### config.mk
export PLATFORM = sky130hd
export DESIGN_NAME = csr_commit_unit
export DESIGN_NICKNAME = d
export VERILOG_FILES = /design/src/rtl/csr_commit_unit.sv
export SDC_FILE = /design/constraint.sdc
export NUM_CORES = 1
export LEC_CHECK = 0
export ABC_AREA = 1
export CORE_MARGIN = 2
export CORE_UTILIZATION = 35
export DETAILED_ROUTE_END_ITERATION = 10
export SETUP_SLACK_MARGIN = 0.2
export SLEW_MARGIN = 20
export SYNTH_ARGS = -nofsm -noshare
export SYNTH_HDL_FRONTEND = slang
export SYNTH_SLANG_ARGS = --single-unit
export TNS_END_PERCENT = 50
### constraint.sdc
create_clock -name clk -period 24.3 [get_ports clk]
set_input_delay 7.29 -clock clk [delete_from_list [all_inputs] [get_ports clk]]
set_output_delay 7.29 -clock clk [all_outputs]
set_load 0.05 [all_outputs]
### src/rtl/csr_commit_unit.sv
// Writeback-side machine-mode CSR file, privilege tracking and trap/mret fetch redirect.
// Optional mcycle/minstret counters are enabled by defining CSR_COUNTERS_EN.
module csr_commit_unit #(
   parameter logic [63:0] MTVEC_RESET   = 64'h0,
   parameter logic [63:0] MSTATUS_RESET = 64'h0,
   parameter logic [1:0]  PRIV_RESET    = 2'b11
) (
   input  logic        clk,
   input  logic        reset,
   input  logic        wb_valid,
   input  logic        wb_csr_we,
   input  logic [11:0] wb_csr_addr,
   input  logic [63:0] wb_csr_wdata,
   input  logic        wb_trap,
   input  logic        wb_mret,
   input  logic [63:0] wb_pc,
   input  logic [63:0] wb_mcause,
   input  logic [63:0] wb_mstatus_new,
   input  logic [1:0]  wb_priv_new,
   input  logic [11:0] rd_addr,
   output logic [63:0] rd_data,
   output logic [63:0] mstatus_out,
   output logic [1:0]  priv_mode,
   output logic        wb_stall,
   output logic        redirect_valid,
   output logic [63:0] redirect_pc,
   input  logic        redirect_ready
);
   localparam logic [11:0] A_MSTATUS  = 12'h300;
   localparam logic [11:0] A_MIE      = 12'h304;
   localparam logic [11:0] A_MTVEC    = 12'h305;
   localparam logic [11:0] A_MSCRATCH = 12'h340;
   localparam logic [11:0] A_MEPC     = 12'h341;
   localparam logic [11:0] A_MCAUSE   = 12'h342;
   localparam logic [11:0] A_MIP      = 12'h344;
   localparam logic [11:0] A_MCYCLE   = 12'hB00;
   localparam logic [11:0] A_MINSTRET = 12'hB02;

   typedef enum logic {IDLE = 1'b0, REDIRECT = 1'b1} state_t;

   state_t      r_state;
   state_t      w_state_next;
   logic [63:0] r_mstatus;
   logic [63:0] r_mtvec;
   logic [63:0] r_mepc;
   logic [63:0] r_mcause;
   logic [63:0] r_mscratch;
   logic [63:0] r_mie;
   logic [63:0] r_mip;
   logic [63:0] r_redirect_pc;
   logic [1:0]  r_priv;
   logic        w_accept;
   logic        w_trap;
   logic        w_mret;
   logic        w_csr_wr;

   // Priority: trap beats mret beats CSR write; nothing is accepted while redirecting.
   assign w_accept = (r_state == IDLE) && wb_valid;
   assign w_trap   = w_accept && wb_trap;
   assign w_mret   = w_accept && !wb_trap && wb_mret;
   assign w_csr_wr = w_accept && !wb_trap && !wb_mret && wb_csr_we;

   always_ff @(posedge clk or posedge reset) begin
      if (reset) r_state <= IDLE;
      else       r_state <= w_state_next;
   end

   always_comb begin
      w_state_next = r_state;
      case (r_state)
         IDLE:     if (w_trap || w_mret) w_state_next = REDIRECT;
         REDIRECT: if (redirect_ready) w_state_next = IDLE;
         default:  w_state_next = IDLE;
      endcase
   end

   always_ff @(posedge clk or posedge reset) begin
      if (reset) begin
         r_mstatus     <= MSTATUS_RESET;
         r_mtvec       <= MTVEC_RESET;
         r_mepc        <= 64'h0;
         r_mcause      <= 64'h0;
         r_mscratch    <= 64'h0;
         r_mie         <= 64'h0;
         r_mip         <= 64'h0;
         r_priv        <= PRIV_RESET;
         r_redirect_pc <= 64'h0;
      end else if (w_trap) begin
         r_mepc        <= wb_pc;
         r_mcause      <= wb_mcause;
         r_mstatus     <= wb_mstatus_new;
         r_priv        <= wb_priv_new;
         r_redirect_pc <= {r_mtvec[63:2], 2'b00};
      end else if (w_mret) begin
         r_mstatus     <= wb_mstatus_new;
         r_priv        <= wb_priv_new;
         r_redirect_pc <= r_mepc;
      end else if (w_csr_wr) begin
         case (wb_csr_addr)
            A_MSTATUS:  r_mstatus  <= wb_csr_wdata;
            A_MIE:      r_mie      <= wb_csr_wdata;
            A_MTVEC:    r_mtvec    <= wb_csr_wdata;
            A_MSCRATCH: r_mscratch <= wb_csr_wdata;
            A_MEPC:     r_mepc     <= {wb_csr_wdata[63:2], 2'b00};
            A_MCAUSE:   r_mcause   <= wb_csr_wdata;
            A_MIP:      r_mip      <= wb_csr_wdata;
            default:    ;
         endcase
      end
   end

`ifdef CSR_COUNTERS_EN
   logic [63:0] r_mcycle;
   logic [63:0] r_minstret;

   // A software write in the same cycle takes precedence over the increment.
   always_ff @(posedge clk or posedge reset) begin
      if (reset) begin
         r_mcycle   <= 64'h0;
         r_minstret <= 64'h0;
      end else begin
         if (w_csr_wr && (wb_csr_addr == A_MCYCLE)) r_mcycle <= wb_csr_wdata;
         else                                       r_mcycle <= r_mcycle + 64'd1;
         if (w_csr_wr && (wb_csr_addr == A_MINSTRET)) r_minstret <= wb_csr_wdata;
         else if (w_accept)                           r_minstret <= r_minstret + 64'd1;
      end
   end
`endif

   always_comb begin
      rd_data = 64'h0;
      case (rd_addr)
         A_MSTATUS:  rd_data = r_mstatus;
         A_MIE:      rd_data = r_mie;
         A_MTVEC:    rd_data = r_mtvec;
         A_MSCRATCH: rd_data = r_mscratch;
         A_MEPC:     rd_data = r_mepc;
         A_MCAUSE:   rd_data = r_mcause;
         A_MIP:      rd_data = r_mip;
`ifdef CSR_COUNTERS_EN
         A_MCYCLE:   rd_data = r_mcycle;
         A_MINSTRET: rd_data = r_minstret;
`endif
         default:    rd_data = 64'h0;
      endcase
   end

   // Handshake: redirect_valid/redirect_pc stay stable until a cycle with redirect_ready high.
   assign redirect_valid = (r_state == REDIRECT);
   assign wb_stall       = (r_state == REDIRECT);
   assign redirect_pc    = r_redirect_pc;
   assign mstatus_out    = r_mstatus;
   assign priv_mode      = r_priv;
endmodule

==> load_flow_metrics.sql <==
INSERT INTO impl_metrics (metric_group, metric, value, unit) VALUES
('logic_synthesis', 'yosysTopAreaCell', 'sky130_fd_sc_hd__dfrtp_1', ''),
('logic_synthesis', 'synthesis.nets', '4146', ''),
('worst_setup_path', 'worst-path-buf-inv', '5', ''),
('clocking', 'root_buffer', 'sky130_fd_sc_hd__clkbuf_16', ''),
('clocking', 'register_clock_pin_slew_on_the_reported_worst_setup_and_hold_paths', '60', 'ps'),
('worst_setup_path', 'worst-setup-path-type', 'in -> out', ''),
('worst_setup_path', 'regToRegSetupSlack', '19290', 'ps'),
('worst_setup_path', 'worstPathMaxFanout', '80', ''),
('drt', 'drc_errors', '0', ''),
('pwr', 'power_switching', '0.999', 'mW'),
('worst_setup_path', 'critPathMaxStageDelay', '820', 'ps'),
('timing', 'clock.fmax', '53.8', 'MHz'),
('clocking', 'clock_sinks', '515', ''),
('logic_synthesis', 'yosys.area_share.simple', '38.1', '%'),
('timing', 'fin_setup_tns', '0', 'ps'),
('clocking', 'post_cts_hold_buffer_count', '0', ''),
('grt', 'groute.usage.overall', '28.2', '%'),
('grt', 'grt_max_degree', '162', ''),
('pwr', 'finalPower', '2.79', 'mW'),
('logic_synthesis', 'synth_fa_ha_area_share', '0', '%'),
('drt', 'vias', '27600', ''),
('timing', 'final-hold-violation-count', '0', ''),
('timing', 'max_slew.worst_pin.slew', '1160', 'ps'),
('drt', 'via_per_instance_ratio', '5.27', ''),
('die', 'horizontal_extent_of_the_die', '281', 'um'),
('pwr', 'power.share.switching', '35.9', '%'),
('cells_and_area', 'layout-drive-gt1-share', '4.13', '%'),
('die', 'die_height', '281', 'um'),
('clocking', 'clock_insertion_delay_worst_skew', '630', 'ps'),
('worst_hold_path', 'timing.hold.worst_path_depth', '2', ''),
('grt', 'globalRouteOverflowTotal', '0', ''),
('timing', 'fin_crit_sh', '76.5', '%'),
('timing', 'slew_violations', '0', ''),
('pwr', 'power_leakage', '17.6', 'nW'),
('drt', 'drt_pass1_iterations', '6', ''),
('pwr', 'power_density', '81.0', 'nW/um^2'),
('logic_synthesis', 'synth_xor_xnor_area_share', '0', '%'),
('worst_setup_path', 'worst_r2r_startpoint', 'redirect_valid', ''),
('grt', 'first_global_vias', '26300', ''),
('pwr', 'share_comb_of_total_power', '26.5', '%'),
('cells_and_area', 'layout.nets', '4456', ''),
('worst_setup_path', 'most_frequent_cp_cell', 'sky130_fd_sc_hd__nand2_1', ''),
('die', 'floorplan.initialDensity', '35.4', '%'),
('logic_synthesis', 'synth_area_in_compound_gates', '6.93', '%'),
('clocking', 'clockBufferDepth', '3', ''),
('placement', 'io_buffer_count', '484', ''),
('worst_setup_path', 'critical_path.top_delay_family', 'buffers and inverters', ''),
('timing', 'setup_viol_count_final', '0', ''),
('status', 'outcome', 'completed', ''),
('logic_synthesis', 'netlist_area', '26900', 'sq um'),
('logic_synthesis', 'ys_top_cells_by_area', 'sky130_fd_sc_hd__dfrtp_1 48%, sky130_fd_sc_hd__nand2_1 24%, sky130_fd_sc_hd__nand3_1 9.6%, sky130_fd_sc_hd__nor2_1 3.8%, sky130_fd_sc_hd__o21ai_0 3.3%', ''),
('timing', 'rsz0062_at_grt', 'false', ''),
('timing', 'finalCriticalPeriod', '18600', 'ps'),
('worst_hold_path', 'hold_path_end', 'r_mcause[4]', ''),
('grt', 'antenna_found_initial', '10', ''),
('clocking', 'post_cts_resize_count', '0', ''),
('flow_run', 'max_cap_viol_count', '0', ''),
('logic_synthesis', 'yosys.cell_types.count', '25', ''),
('timing', 'fin_hold_ws', '469', 'ps'),
('drt', 'final_routed_wirelength', '113', 'mm'),
('drt', 'route.detailed.wl_per_inst', '21.6', 'um'),
('clocking', 'postCtsSetupRepairBufs', '0', ''),
('pwr', 'pwr-share-seq', '40.0', '%'),
('logic_synthesis', 'ys_seq_area_share', '47.9', '%'),
('cells_and_area', 'num-fill-cells', '7821', ''),
('worst_setup_path', 'setup.worst_path.end_class', 'output pin', ''),
('pwr', 'intPower', '1.79', 'mW'),
('drt', 'final_antenna_net_count', '0', ''),
('logic_synthesis', 'number_of_synthesized_register_bits', '515', ''),
('worst_setup_path', 'reg2reg_end', 'r_mcause[50]', ''),
('worst_setup_path', 'path_cells', 'clkdlybuf4s50_1 -> nand2_1 -> inv_1 -> nand2_1 -> nor2_4 -> buf_4 -> buf_4 -> nand3_1 -> nand2_1 -> nor2_1 -> nand2_1 -> clkdlybuf4s50_1', '');
cell families after synthesis:
family | Yosys count
AO/OA/AOI/OAI | 356
buffers and inverters | 458
flip-flops | 515
AND/OR/NAND/NOR | 2528
sequential cells by signal, indices dropped and copies added, names as in the netlist:
register / flops
mstatus_out: 64
priv_mode: 2
r_mcause: 64
r_mepc: 64
r_mie: 64
r_mip: 64
r_mscratch: 64
r_mtvec: 64
redirect_pc: 64
redirect_valid: 1
power groups by stage:
stage	sequential [mW]	combinational [mW]	clock, mW
floorplan	1.32	0.231	0
global placement	1.13	0.733	0
finish	1.12	0.739	0.932
detailed placement	1.13	0.739	0
CTS	1.11	0.741	0.941
global route	1.13	0.794	0.977
cells in the mapped netlist, drive strengths merged:
master	number
a31oi	62
nand3b	1
clkbuf	130
buf	148
nor2	279
or2	1
o21ai	293
o21bai	1
nand4	36
inv	180
nor3	1
nand3	515
dfstp	2
nand2	1695
dfrtp	513
worst register-to-register path, delay by kind of cell, from the launching register on:
kind	cells	cell delay, ps
and+or+nand+nor	6	3330
buffers and inverters	2	1100
DFF	1	480
per-stage QoR:
step	setup slack [ps]	cells	utilization, %	cell area [sq um]
after detailed placement	5750	5137	42.6	32400
final	5700	5245	45.2	34400
after CTS	5740	5243	45.2	34400
after global placement	5440	5136	42.5	32400
after global routing	5490	5243	45.2	34400
after floorplan	2630	3857	-	26900
per-layer routing:
layer	up-vias	track usage [%]	part of all wire, %
met4	12	9.00	2.9
met1	13200	38.6	43
met2	1342	44.7	46
met3	209	5.73	8.6
met5	-	0	0.076
li1	12900	-	-
how the worst max path moves through the flow:
stage | to | slack, ps | depth (start not counted)
floorplan | mstatus_out[0] | 2630 | 1
global placement | rd_data[20] | 5440 | 9
detailed placement | rd_data[31] | 5750 | 12
CTS | rd_data[31] | 5740 | 12
global route | rd_data[33] | 5490 | 11
finish | rd_data[15] | 5700 | 12
layout make-up:
type,count,area (sq um),area share [%]
Sequential cell,515,12900,37.5
Multi-Input combinational cell,2884,12300,35.7
Timing Repair Buffer,528,5220,15.2
Clock buffer,86,1760,5.11
Tap cell,1030,1290,3.75
Inverter,180,696,2.02
Clock inverter,20,250,0.728
Antenna cell,2,5.00,0.0146
No activity file was read; power rests on OpenSTA's default activity.
